File: config.mk
export PLATFORM = sky130hd
export DESIGN_NAME = booth_divider
export DESIGN_NICKNAME = d
export VERILOG_FILES = /design/src/rtl/arith_pkg.sv /design/src/rtl/nr_div_step.sv /design/src/rtl/booth_divider.sv
export SDC_FILE = /design/constraint.sdc
export NUM_CORES = 1
export LEC_CHECK = 0
export ABC_AREA = 0
export BUFFER_PORTS_ARGS = -buffer_cell sky130_fd_sc_hd__buf_4
export CAP_MARGIN = 20
export CORE_MARGIN = 3
export CORE_UTILIZATION = 26
export CTS_BUF_LIST = sky130_fd_sc_hd__clkbuf_8
export DETAILED_ROUTE_END_ITERATION = 10
export PLACE_DENSITY = 0.41
export SLEW_MARGIN = 10
export SYNTH_ARGS = -nofsm -noshare
export SYNTH_HDL_FRONTEND = slang
export SYNTH_SLANG_ARGS = --single-unit
File: constraint.sdc
create_clock -name clk -period 3.65 [get_ports clk]
set_input_delay 0.365 -clock clk [delete_from_list [all_inputs] [get_ports clk]]
set_output_delay 0.365 -clock clk [all_outputs]
set_load 0.005 [all_outputs]
File: src/rtl/arith_pkg.sv
// Shared arithmetic-library definitions: divider FSM encoding and a
// constant-foldable ceil(log2) used to size iteration counters.
package arith_pkg;

  typedef enum logic [1:0] {
    IDLE = 2'd0,
    CALC = 2'd1,
    FIX  = 2'd2,
    DONE = 2'd3
  } div_state_t;

  // ceil(log2(v)), never less than 1 so a counter always has at least one bit
  function automatic int unsigned clog2(input int unsigned v);
    int unsigned r;
    r = 0;
    for (int i = 0; i < 32; i++) begin
      if ((32'd1 << i) < v) r = i + 1;
    end
    return (r == 0) ? 1 : r;
  endfunction

endpackage

File: src/rtl/nr_div_step.sv
// One non-restoring division iteration on the magnitudes: shift {P,Q} left,
// add or subtract the divisor, and shift in the new quotient bit.
module nr_div_step #(
  parameter int unsigned WIDTH = 8
) (
  input  logic [WIDTH:0]   p,
  input  logic [WIDTH-1:0] q,
  input  logic [WIDTH-1:0] d,
  output logic [WIDTH:0]   p_nxt_c,
  output logic [WIDTH-1:0] q_nxt_c
);

  logic [WIDTH:0] p_sh;
  logic [WIDTH:0] d_ext;

  assign p_sh  = {p[WIDTH-1:0], q[WIDTH-1]};
  assign d_ext = {1'b0, d};

  // |P| stays within the divisor range, so doubling it never flips its sign;
  // the pre-shift sign bit therefore selects add versus subtract.
  assign p_nxt_c = p[WIDTH] ? (p_sh + d_ext) : (p_sh - d_ext);
  assign q_nxt_c = {q[WIDTH-2:0], ~p_nxt_c[WIDTH]};

endmodule

File: src/rtl/booth_divider.sv
// Sequential signed divider: magnitudes are divided by non-restoring
// iteration, one quotient bit per cycle, then signs and special cases applied.
module booth_divider
  import arith_pkg::*;
#(
  parameter int unsigned WIDTH = 8
) (
  input  logic             clk,
  input  logic             rst,
  input  logic             in_valid,
  output logic             in_ready,
  input  logic [WIDTH-1:0] dividend,
  input  logic [WIDTH-1:0] divisor,
  output logic             out_valid,
  input  logic             out_ready,
  output logic [WIDTH-1:0] quotient,
  output logic [WIDTH-1:0] remainder,
  output logic             div_by_zero,
  output logic             overflow
);

  localparam int unsigned CW = clog2(WIDTH);

  div_state_t state, state_nxt;

  logic [WIDTH:0]   p_r;
  logic [WIDTH-1:0] q_r;
  logic [WIDTH-1:0] d_r;
  logic [CW-1:0]    cnt;
  logic             a_neg, b_neg, dz_r, ov_r;

  logic [WIDTH:0]   p_nxt_c;
  logic [WIDTH-1:0] q_nxt_c;
  logic [WIDTH-1:0] abs_a_c, abs_b_c;
  logic [WIDTH-1:0] rem_mag_c, quo_c, rem_c;
  logic             dz_c, ov_c;

  assign abs_a_c = dividend[WIDTH-1] ? (WIDTH'(0) - dividend) : dividend;
  assign abs_b_c = divisor[WIDTH-1]  ? (WIDTH'(0) - divisor)  : divisor;
  assign dz_c    = (divisor == '0);
  assign ov_c    = (dividend == {1'b1, {(WIDTH-1){1'b0}}}) && (divisor == '1);

  nr_div_step #(.WIDTH(WIDTH)) u_step (
    .p       (p_r),
    .q       (q_r),
    .d       (d_r),
    .p_nxt_c (p_nxt_c),
    .q_nxt_c (q_nxt_c)
  );

  // Final correction and sign fix-up. With a zero divisor every step
  // subtracts nothing, so P ends holding |dividend| and the remainder
  // naturally reconstructs the original dividend.
  always_comb begin
    rem_mag_c = p_r[WIDTH] ? (p_r[WIDTH-1:0] + d_r) : p_r[WIDTH-1:0];
    quo_c     = (a_neg ^ b_neg) ? (WIDTH'(0) - q_r) : q_r;
    rem_c     = a_neg ? (WIDTH'(0) - rem_mag_c) : rem_mag_c;
    if (dz_r) begin
      quo_c = '1;
    end else if (ov_r) begin
      quo_c = {1'b1, {(WIDTH-1){1'b0}}};
      rem_c = '0;
    end
  end

  always_ff @(posedge clk) begin
    if (rst) state <= IDLE;
    else     state <= state_nxt;
  end

  always_comb begin
    state_nxt = state;
    case (state)
      IDLE: if (in_valid)                state_nxt = CALC;
      CALC: if (cnt == CW'(WIDTH - 1))   state_nxt = FIX;
      FIX:                               state_nxt = DONE;
      DONE: if (out_valid && out_ready)  state_nxt = IDLE;
      default:                           state_nxt = IDLE;
    endcase
  end

  // Datapath and registered outputs
  always_ff @(posedge clk) begin
    if (rst) begin
      p_r         <= '0;
      q_r         <= '0;
      d_r         <= '0;
      cnt         <= '0;
      a_neg       <= 1'b0;
      b_neg       <= 1'b0;
      dz_r        <= 1'b0;
      ov_r        <= 1'b0;
      quotient    <= '0;
      remainder   <= '0;
      div_by_zero <= 1'b0;
      overflow    <= 1'b0;
      out_valid   <= 1'b0;
      in_ready    <= 1'b1;
    end else begin
      in_ready  <= (state_nxt == IDLE);
      out_valid <= (state == DONE) && !(out_valid && out_ready);
      case (state)
        IDLE: if (in_valid) begin
          p_r   <= '0;
          q_r   <= abs_a_c;
          d_r   <= abs_b_c;
          cnt   <= '0;
          a_neg <= dividend[WIDTH-1];
          b_neg <= divisor[WIDTH-1];
          dz_r  <= dz_c;
          ov_r  <= ov_c;
        end
        CALC: begin
          p_r <= p_nxt_c;
          q_r <= q_nxt_c;
          cnt <= cnt + CW'(1);
        end
        FIX: begin
          quotient    <= quo_c;
          remainder   <= rem_c;
          div_by_zero <= dz_r;
          overflow    <= ov_r;
        end
        default: ;
      endcase
    end
  end

endmodule

==> impl_metrics.py <==
metrics = {
    "floorplan": {
        "floorplan.die_area_sq_um": 15100,
        "die_height_microns": 123,
        "die-width_microns": 123,
        "initial_core_utilization_pct": 26.7,
        "core_area_sq_um": 13300,
        "placementRows": 42,
        "io-pin-count": 40,
    },
    "finish": {
        "num-fill-cells": 1465,
        "antennaDiodeCount": 0,
        "postLayoutCoreUtil_pct": 30.4,
        "post_route_cells_drive_above_1_share_pct": 13.4,
        "nets": 505,
        "syn2layout_area_growth_pct": 14.0,
    },
    "routing": {
        "drtAntennaViolNets": 0,
        "drc": 0,
        "routed_via_density": 5.00,
        "dr_vias": 3184,
        "routedWlPerCell_microns": 15.0,
        "drt_iter0_markers": 185,
        "routed_wire_length_microns": 9530,
        "detailedRoute.firstPassIterationCount": 5,
    },
    "worst_hold_path": {
        "hold_class": "in2reg",
        "hold_path_start": "divisor[0]",
        "whs_path_cells": 3,
        "endpoint_of_the_worst_hold_timing_path": "d_r[0]$_SDFFE_PP0P_",
    },
    "sta": {
        "fin_tns_setup_ns": 0,
        "final-setup-viol-count": 0,
        "final.min_clock_period_ns": 2.99,
        "final_critical_path_setup_slack_ns": 0.658,
        "timing.final.hold_violations": 0,
        "slew_headroom_pct": 43.4,
        "clock-skew-final_ns": 0.00936,
        "timing.fmax_mhz": 334,
        "timing.hold.ws_ns": 0.345,
        "finalMaxSlewViolations": 0,
        "final_min_period_over_clock_period_pct": 82.0,
        "grt_setup_unrepaired": "false",
        "worst_pin_slew_ns": 0.849,
    },
    "placement": {
        "gp_routability_congestion": 0.778,
        "dpl_worst_slack_ns": 0.667,
        "detailed_place_hpwl_microns": 7170,
        "placement.io_buffers": 39,
    },
    "yosys": {
        "synth-edff-count": 0,
        "synth.ff_latch_count": 54,
        "yosys-top-cells-area": "dfxtp_1 30%, ha_1 8.1%, nor2_1 6.1%, xor2_1 4.7%, xnor2_1 4.4%",
        "fraction_of_post_synthesis_cell_area_in_the_top_cell_type_by_area_pct": 30.3,
        "synthesis.nets": 483,
        "seq_area_frac_synth_pct": 30.3,
        "synth_area_leader_cell": "dfxtp_1",
        "avgSynthCellArea_sq_um": 8.14,
        "synth.distinct_cells": 63,
        "synth_warnings": 0,
        "synthesis.area_sq_um": 3560,
        "synthCells": 438,
        "synth_top_flop_cell": "dfxtp_1",
        "ys_async_sr_fraction_pct": 0,
    },
    "global_routing": {
        "grt_max_degree": 46,
        "grt_antenna_before_repair": 0,
        "track_usage_pct": 12.6,
        "grt_overflow": 0,
        "wire_length_of_the_first_global_routing_pass_microns": 15400,
        "via_count_of_the_first_global_routing_pass": 2981,
    },
    "pwr": {
        "worst_ir_drop_vdd_mv": 0.146,
        "finalPower_mw": 1.63,
        "power.density_cell_area_nw_per_um2": 402,
        "leakage_dissipation_nw": 1.66,
    },
    "clocking": {
        "max-clock-path-buffers": 2,
        "ctsHtreeMaxLevel": 2,
        "cts_resized": 0,
        "numCtsBuffers": 5,
        "postCtsHoldBufs": 0,
        "clk_latency_ns": 0.30,
        "cts_tree": "done",
        "clock_pin_slew_worst_setup_and_hold_paths_ns": 0.10,
        "clock_tree.root_cell": "clkbuf_8",
        "post_cts_setup_buffers": 0,
        "tritoncts_num_sinks": 54,
    },
    "critical_path": {
        "cp_num_buf_inv": 1,
        "count_of_cells_along_the_worst_register_to_register_path": 11,
        "timing.critical_path.fanout_max": 7,
        "crit-reg2reg-capture": "p_r[8]$_SDFFE_PP0P_",
        "critPathMaxStageDelay_ns": 0.47,
        "crit_chain": "inv_1 > ha_1 > mux2_2 > fa_1 > a21o_1 > a21oi_2 > o21bai_1 > a2111oi_2 > nor2_1 > xor2_1 > o31ai_1",
        "r2r_start": "d_r[1]$_SDFFE_PP0P_",
        "crit_path_end_kind": "register",
        "setup.reg_to_reg.worst_slack_ns": 0.66,
        "critical_path_arrival_ns": 3.21,
        "cp-start-kind": "register",
        "critical_path_class": "reg2reg",
        "critical-path-slowest-cell": "dfxtp_1",
        "required_ns": 3.87,
        "crit_family": "compound AO/OA/AOI/OAI gates",
    },
    "status": {
        "outcome": "completed",
    },
    "flow_run": {
        "cap_violations": 0,
    },
}
-- registers in the layout, summed over array words and instances (netlist names), 2 cells and up --
| signal | flops |
|---|---|
| p_r | 9 |
| d_r | 8 |
| q_r | 8 |
| quotient | 8 |
| remainder | 8 |
| cnt | 3 |
| state | 2 |
-- cells by family (layout without fill, tap and decap cells) --
group,Yosys count,in the layout,share of synthesized area (%)
DFF,54,54,30.3
muxes,9,9,2.56
AOI/OAI and AO/OA,118,118,23.0
and+or+nand+nor,153,153,20.3
adders and majority gates,25,25,9.20
buffers and inverters,42,65,5.58
xor gates and xnor gates,37,37,9.09
-- cell usage in the layout, fill, tap and decap left out, types with 2 or more instances in the layout --
| master | instances |
|---|---|
| nor2_1 | 58 |
| dfxtp_1 | 54 |
| buf_4 | 41 |
| nand2_1 | 37 |
| a21oi_1 | 30 |
| ha_1 | 23 |
| xor2_1 | 19 |
| xnor2_1 | 18 |
| inv_1 | 17 |
| o21ai_0 | 14 |
| nor3_1 | 12 |
| a22oi_1 | 12 |
| a211oi_1 | 11 |
| nand3_1 | 9 |
| mux2i_1 | 8 |
| a31oi_1 | 7 |
| nand2b_1 | 7 |
| a222oi_1 | 6 |
| o21ai_1 | 6 |
| clkbuf_8 | 5 |
| nor2b_1 | 4 |
| a21oi_2 | 4 |
| a21o_1 | 3 |
| nor4_1 | 3 |
| nand4_1 | 3 |
| o211ai_1 | 3 |
| or3_1 | 3 |
| or2_1 | 2 |
| o22ai_1 | 2 |
| and2_1 | 2 |
| o21bai_1 | 2 |
| a41oi_1 | 2 |
| and3_1 | 2 |
| o31ai_1 | 2 |
| a31o_1 | 2 |
| a32o_1 | 2 |
| fa_1 | 2 |
-- worst reg2reg max path, delay by kind of cell, from the launching register on --
family	cells	cell delay, ns
flip-flops	1	0.47
AND/OR/NAND/NOR	1	0.12
XOR/XNOR	1	0.17
AO/OA/AOI/OAI	5	1.09
buffers and inverters	1	0.07
adder cells (fa/ha/maj)	2	0.69
multiplexers	1	0.29
-- layout make-up --
class | count | area, sq um | share of cell area [%]
well taps | 176 | 220 | 5.42
multi-input cells | 342 | 2280 | 56.2
clock buffers | 5 | 68.8 | 1.69
inverters | 16 | 60.1 | 1.48
clock inverters | 3 | 41.3 | 1.02
repair buffers | 41 | 308 | 7.58
flip-flops and latches | 54 | 1080 | 26.6
-- cells in the mapped netlist (3+ instances only) --
library cell	count
a21oi_1	30
nor3_1	12
o211ai_1	3
ha_1	23
or3_1	3
nand2_1	37
o21ai_0	14
a31oi_1	7
inv_1	16
nor2_1	58
xor2_1	19
a211oi_1	11
a21oi_2	4
clkbuf_1	18
nand3_1	9
nor2b_1	4
nand2b_1	7
a22oi_1	12
nor4_1	3
nand4_1	3
dfxtp_1	54
mux2i_1	8
xnor2_1	18
buf_6	3
o21ai_1	6
a222oi_1	6
a21o_1	3
-- metrics by stage --
| step | cells | instance area [sq um] |
|---|---|---|
| 2_1_floorplan | 438 | 3560 |
| 3_3_place_gp | 629 | 3950 |
| 3_5_place_dp | 629 | 3950 |
| 4_1_cts | 637 | 4060 |
| 5_1_grt | 637 | 4060 |
| 6_report | 637 | 4060 |
-- layer usage --
layer  up-vias  global-route usage, %  wire length (microns)
li1       1613                      -                      -
met1      1510                   18.6                   4940
met2        59                   20.3                   4230
met3         2                   1.56                    311
met4         0                   1.45                     42
met5         -                      0                      0
-- power by group --
part	internal (mW)	switching, mW
Sequential	0.622	0.0529
Clock	0.202	0.199
Combinational	0.245	0.312
Total	1.07	0.564
-- worst max path at each step --
stage,startpoint,endpoint,slack (ns),cells past startpoint
CTS,d_r[1]$_SDFFE_PP0P_,p_r[8]$_SDFFE_PP0P_,0.62,11
finish,d_r[1]$_SDFFE_PP0P_,p_r[8]$_SDFFE_PP0P_,0.66,11
global placement,d_r[1]$_SDFFE_PP0P_,p_r[8]$_SDFFE_PP0P_,0.73,11
detailed placement,d_r[1]$_SDFFE_PP0P_,p_r[8]$_SDFFE_PP0P_,0.67,11
global route,d_r[1]$_SDFFE_PP0P_,p_r[8]$_SDFFE_PP0P_,0.38,11
floorplan,p_r[8]$_SDFFE_PP0P_,p_r[8]$_SDFFE_PP0P_,0.58,12
(Power assumes the default switching activity.)
